`src/rtl/cpu_ctrl_pkg.sv`:
```
// Shared control-unit constants, state encoding and fetch control payload.
package cpu_ctrl_pkg;

    localparam int unsigned T_W = 4;

    localparam logic [1:0] FUN_DEC  = 2'b00;
    localparam logic [1:0] FUN_INC  = 2'b01;
    localparam logic [1:0] FUN_LOAD = 2'b10;
    localparam logic [1:0] FUN_CLR  = 2'b11;

    localparam logic [3:0] ARF_SEL_PC   = 4'b0111;
    localparam logic [3:0] ARF_SEL_NONE = 4'b1111;

    localparam logic [1:0] OUTD_PC = 2'b11;

    typedef enum logic [2:0] {
        ST_IDLE    = 3'd0,
        ST_FETCH_L = 3'd1,
        ST_FETCH_H = 3'd2,
        ST_EXEC    = 3'd3,
        ST_HALT    = 3'd4
    } state_t;

    typedef struct packed {
        logic       mem_cs;
        logic       mem_wr;
        logic [1:0] arf_outd_sel;
        logic [1:0] arf_fun_sel;
        logic [3:0] arf_reg_sel;
        logic       ir_enable;
        logic       ir_lh;
        logic [1:0] ir_funsel;
    } fetch_ctrl_t;

    localparam fetch_ctrl_t CTRL_INACTIVE = '{
        mem_cs:       1'b1,
        mem_wr:       1'b0,
        arf_outd_sel: OUTD_PC,
        arf_fun_sel:  FUN_INC,
        arf_reg_sel:  ARF_SEL_NONE,
        ir_enable:    1'b0,
        ir_lh:        1'b0,
        ir_funsel:    FUN_LOAD
    };

    // Moore decode of the memory/ARF/IR control lines for a given state.
    function automatic fetch_ctrl_t decode_ctrl(input state_t s);
        fetch_ctrl_t c;
        c = CTRL_INACTIVE;
        if (s == ST_FETCH_L || s == ST_FETCH_H) begin
            c.mem_cs      = 1'b0;
            c.arf_reg_sel = ARF_SEL_PC;
            c.ir_enable   = 1'b1;
            c.ir_lh       = (s == ST_FETCH_H);
        end
        return c;
    endfunction

endpackage

```
`src/rtl/t_state_counter.sv`:
```
// T-state counter: synchronous clear, enable, saturates at MAX_T.
module t_state_counter
    import cpu_ctrl_pkg::*;
#(
    parameter int unsigned MAX_T = 15
) (
    input  logic           clk,
    input  logic           rst_n,
    input  logic           clear,
    input  logic           enable,
    output logic [T_W-1:0] count
);

    // Count register; clear wins over enable, holds once MAX_T is reached.
    always_ff @(posedge clk or negedge rst_n) begin
        if (!rst_n) begin
            count <= '0;
        end else if (clear) begin
            count <= '0;
        end else if (enable && (count != T_W'(MAX_T))) begin
            count <= count + T_W'(1);
        end
    end

endmodule

```
`src/rtl/fetch_sequencer.sv`:
```
// Fetch/timing sequencer: two-byte instruction fetch, handoff to execute, halt and timeout.
module fetch_sequencer
    import cpu_ctrl_pkg::*;
#(
    parameter int unsigned MAX_T   = 15,
    parameter int unsigned COUNT_W = 8
) (
    input  logic               Clock,
    input  logic               Reset,
    input  logic               Start,
    input  logic               Exec_Done,
    input  logic               Halt_Req,
    output logic [T_W-1:0]     timing_signal,
    output logic               Mem_CS,
    output logic               Mem_WR,
    output logic [1:0]         ARF_OutDSel,
    output logic [1:0]         ARF_FunSel,
    output logic [3:0]         ARF_RegSel,
    output logic               IR_Enable,
    output logic               IR_LH,
    output logic [1:0]         IR_Funsel,
    output logic               Instr_Valid,
    output logic               Halted,
    output logic               Error,
    output logic [COUNT_W-1:0] Retired
);

    state_t      state;
    state_t      state_next;
    fetch_ctrl_t ctrl_q;
    fetch_ctrl_t ctrl_next;
    logic        retire;
    logic        timeout;
    logic        t_clear;
    logic        t_enable;

    // T-state counter runs through fetch and execute, cleared at every boundary.
    t_state_counter #(
        .MAX_T (MAX_T)
    ) u_t_state_counter (
        .clk    (Clock),
        .rst_n  (Reset),
        .clear  (t_clear),
        .enable (t_enable),
        .count  (timing_signal)
    );

    // Next-state, retire/timeout strobes and decoded controls for the next state.
    always_comb begin
        state_next = state;
        retire     = 1'b0;
        timeout    = 1'b0;
        unique case (state)
            ST_IDLE, ST_HALT: begin
                if (Start) state_next = ST_FETCH_L;
            end
            ST_FETCH_L: state_next = ST_FETCH_H;
            ST_FETCH_H: state_next = ST_EXEC;
            ST_EXEC: begin
                if (Exec_Done) begin
                    retire     = 1'b1;
                    state_next = Halt_Req ? ST_HALT : ST_FETCH_L;
                end else if (timing_signal == T_W'(MAX_T)) begin
                    timeout    = 1'b1;
                    state_next = ST_HALT;
                end
            end
            default: state_next = ST_IDLE;
        endcase
        ctrl_next = decode_ctrl(state_next);
        t_enable  = (state_next == ST_FETCH_H) || (state_next == ST_EXEC);
        t_clear   = !t_enable;
    end

    // State and registered outputs.
    always_ff @(posedge Clock or negedge Reset) begin
        if (!Reset) begin
            state       <= ST_IDLE;
            ctrl_q      <= CTRL_INACTIVE;
            Instr_Valid <= 1'b0;
            Halted      <= 1'b0;
            Error       <= 1'b0;
            Retired     <= '0;
        end else begin
            state       <= state_next;
            ctrl_q      <= ctrl_next;
            Instr_Valid <= (state == ST_FETCH_H) && (state_next == ST_EXEC);
            Halted      <= (state_next == ST_HALT);
            Error       <= Error | timeout;
            if (retire) Retired <= Retired + COUNT_W'(1);
        end
    end

    assign Mem_CS      = ctrl_q.mem_cs;
    assign Mem_WR      = ctrl_q.mem_wr;
    assign ARF_OutDSel = ctrl_q.arf_outd_sel;
    assign ARF_FunSel  = ctrl_q.arf_fun_sel;
    assign ARF_RegSel  = ctrl_q.arf_reg_sel;
    assign IR_Enable   = ctrl_q.ir_enable;
    assign IR_LH       = ctrl_q.ir_lh;
    assign IR_Funsel   = ctrl_q.ir_funsel;

endmodule

```
`config.mk`:
```
export PLATFORM = sky130hd
export DESIGN_NAME = fetch_sequencer
export DESIGN_NICKNAME = d
export VERILOG_FILES = /design/src/rtl/cpu_ctrl_pkg.sv /design/src/rtl/t_state_counter.sv /design/src/rtl/fetch_sequencer.sv
export SDC_FILE = /design/constraint.sdc
export NUM_CORES = 1
export LEC_CHECK = 0
export CAP_MARGIN = 20
export CORE_MARGIN = 3
export CORE_UTILIZATION = 45
export CTS_CLUSTER_DIAMETER = 50
export DETAILED_ROUTE_END_ITERATION = 16
export PLACE_DENSITY = 0.78
export SYNTH_ARGS = -nofsm -noshare
export SYNTH_HDL_FRONTEND = slang
export SYNTH_SLANG_ARGS = --single-unit
export TNS_END_PERCENT = 20
```
`constraint.sdc`:
```
create_clock -name Clock -period 1.9 [get_ports Clock]
set_input_delay 0.475 -clock Clock [delete_from_list [all_inputs] [get_ports Clock]]
set_output_delay 0.475 -clock Clock [all_outputs]
set_load 0.01 [all_outputs]
```
==> impl_metrics.json <==
{
  "clkTransAtPathRegs_ns": 0.11,
  "cp_cell_sequence": "clkdlybuf4s50_1",
  "ir_drop_mv": 0.998,
  "ys_seq_elements": 21,
  "grt_max_degree": 22,
  "drtIter0Drc": 8,
  "hold_viol": 0,
  "cp-end-kind": "primary output",
  "dp_cells": 144,
  "startpoint_type": "flop",
  "drc": 0,
  "setup-tns-final_ns": 0,
  "root_buffer": "clkbuf_4",
  "p_leak_nw": 0.607,
  "cp_slowest_stage_delay_ns": 0.55,
  "wl_um": 1900,
  "htree_num_levels": 1,
  "hold_depth": 1,
  "synth_top_area_share_pct": 47.9,
  "antenna_found_initial": 0,
  "required_ns": 1.42,
  "synth_edf_count": 0,
  "r2r-start": "u_t_state_counter.count[0]",
  "cts_made_buffers": 3,
  "drt-pass1-iter-count": 4,
  "synth.avg_cell_area_um2": 10.9,
  "die_area_mm2": 0.00294,
  "die_height_um": 54.2,
  "crit_buf_inv": 1,
  "via_per_inst": 4.97,
  "rsz0062_at_grt": "no",
  "cts_tree": "done",
  "fin_nets": 129,
  "cpLargestDelayFamily": "flip-flops",
  "finalSetupViolCount": 0,
  "place_congestion": 0.723,
  "ys.flop_type": "dfrtp_1",
  "min_period_over_period_pct": 97.2,
  "areaGrowthSynthToFinish_pct": 24.2,
  "numPortBuffers": 23,
  "synth_warnings": 0,
  "status": "completed",
  "maxCapViolations": 0,
  "coreArea_mm2": 0.00208,
  "drv_slew": 0,
  "yosysTopAreaCell": "dfrtp_1",
  "clock_path_buffers": 2,
  "ant_nets": 0,
  "grt_pass1_vias": 717,
  "min_path_type": "flop to flop",
  "async_reset_ff_share_pct": 100,
  "ys_seq_area_share_pct": 50.4,
  "hpwlAfterDp_um": 1460,
  "fillers": 206,
  "clock_skew_ns": 0.000923,
  "critPathKind": "flop to primary output",
  "via_count": 735,
  "critical_path.max_fanout": 2,
  "synthesis.instances": 96,
  "die_x_um": 54.2,
  "synth_area_mm2": 0.00104,
  "p_per_area_mw_per_mm2": 1330,
  "min_period_ns": 1.85,
  "grt_pass1_wl_um": 3200,
  "drive_gt1_share_pct": 10.7,
  "ys_top_cells_by_area": "dfrtp_1, buf_4, xnor2_1, nand2_1, dfstp_2",
  "holdBufCountCts": 0,
  "cts_sinks": 21,
  "reg2reg_slack_ns": 0.29,
  "final_cell_count_no_fill": 148,
  "n_antenna_cell": 0,
  "start_util_pct": 50.2,
  "timing.rr.end": "state[2]",
  "critPathSlowestCell": "dfstp_2",
  "yosysUniqueCellTypes": 34,
  "final_area_mm2": 0.00130,
  "routedWlPerCell_um": 12.9,
  "grt_usage_pct": 15.5,
  "insertion_delay_ns": 0.30,
  "hold_start": "Retired[7]",
  "rows": 16,
  "ios": 34,
  "worstPathArrival_ns": 1.37,
  "place_area_mm2": 0.00127,
  "overflow": 0,
  "hold_end": "Retired[7]",
  "worstRegToRegCells": 4,
  "clock.fmax_ghz": 0.541
}
==> final cells by class <==
type	instances	area [um2]	share of cell area (%)
Multi-Input combinational cell	67	445	34.3
Inverter	4	15.0	1.16
Timing Repair Buffer	25	248	19.1
Sequential cell	21	528	40.7
Clock buffer	3	22.5	1.74
Tap cell	27	33.8	2.60
Clock inverter	1	5.00	0.386
==> power by group <==
group	internal, W	switching, W	leakage, nW	total (W)
Clock	0.0000785	0.000135	0.0177	0.000213
Combinational	0.000396	0.000330	0.331	0.000727
Sequential	0.000601	0.000186	0.258	0.000787
Total	0.00108	0.000651	0.607	0.00173
==> per-layer routing <==
metal  up-vias  part of all wire [%]  global-route usage (%)
met5         -                     0                       0
met4         0                  0.53                    3.73
met3         2                   7.3                    5.82
met2        28                    50                    26.7
met1       352                    42                    18.1
li1        353                     -                       -
==> worst max path at each step <==
stage                                    start  slack (ns)  cells past startpoint                          to
detailed placement                   Exec_Done        0.09                      5                  Retired[5]
CTS                              ARF_RegSel[3]        0.03                      1                      Mem_CS
global placement                     Exec_Done        0.16                      4  u_t_state_counter.count[3]
floorplan           u_t_state_counter.count[0]        0.43                      4  u_t_state_counter.count[2]
global route                     ARF_RegSel[3]       0.003                      1                      Mem_CS
finish                           ARF_RegSel[3]        0.05                      1                      Mem_CS
==> what timing repair did <==
action / CTS / global route
endpoints found under the setup margin: 0 / 2
buffers inserted: 0 / 0
gates resized for setup: 0 / 2
==> metrics by stage <==
| stage | total power (W) | utilization, % | hold WS (ns) | setup WS (ns) |
|---|---|---|---|---|
| 2_1_floorplan | 0.00119 | - | 0.179 | 0.430 |
| 3_3_place_gp | 0.00151 | 60.8 | 0.458 | 0.159 |
| 3_5_place_dp | 0.00153 | 60.8 | 0.464 | 0.0872 |
| 4_1_cts | 0.00175 | 62.1 | 0.485 | 0.0323 |
| 5_1_grt | 0.00186 | 62.3 | 0.505 | 0.00299 |
| 6_report | 0.00173 | 62.3 | 0.481 | 0.0532 |
==> state kept, by name, summed over array words and instances, names as in the netlist <==
| register | flops |
|---|---|
| ARF_RegSel | 1 |
| IR_Enable | 1 |
| Retired | 8 |
| IR_LH | 1 |
| state | 3 |
| Halted | 1 |
| u_t_state_counter.count | 4 |
| Instr_Valid | 1 |
| Error | 1 |
==> cells in the mapped netlist (all sizes together), types with 2 or more instances <==
library cell and number:
a32o 2, buf 12, conb 2, dfrtp 20
ha 2, inv 4, nand2 10, nand3 4
nor2 7, nor2b 2, nor3 4, o21ai 2
xnor2 5, xor2 3
==> kinds of logic (layout without fill, tap and decap cells) <==
kind of cell,count (synthesis),count (layout),synth area share (%)
AOI/OAI and AO/OA,11,11,8.15
xor gates and xnor gates,8,8,6.71
adders and majority gates,2,2,2.39
buffers and inverters,16,33,9.82
DFF,21,21,50.4
muxes,1,1,0.958
other,2,10,0.719
and+or+nand+nor,35,35,20.8
==> layout by cell type, fill, tap and decap left out, types with 2 or more instances in the layout <==
cell type / n
nor2b_1: 2
nor2_1: 6
a32o_1: 2
clkbuf_4: 3
nand3_1: 4
nor3_1: 2
xor2_1: 3
dfrtp_1: 19
inv_1: 4
conb_1: 10
clkdlybuf4s50_1: 22
xnor2_1: 5
nand2_1: 10
buf_4: 2
o21ai_0: 2
ha_1: 2
nor3_2: 2
No activity file was read; power rests on OpenSTA's default activity.
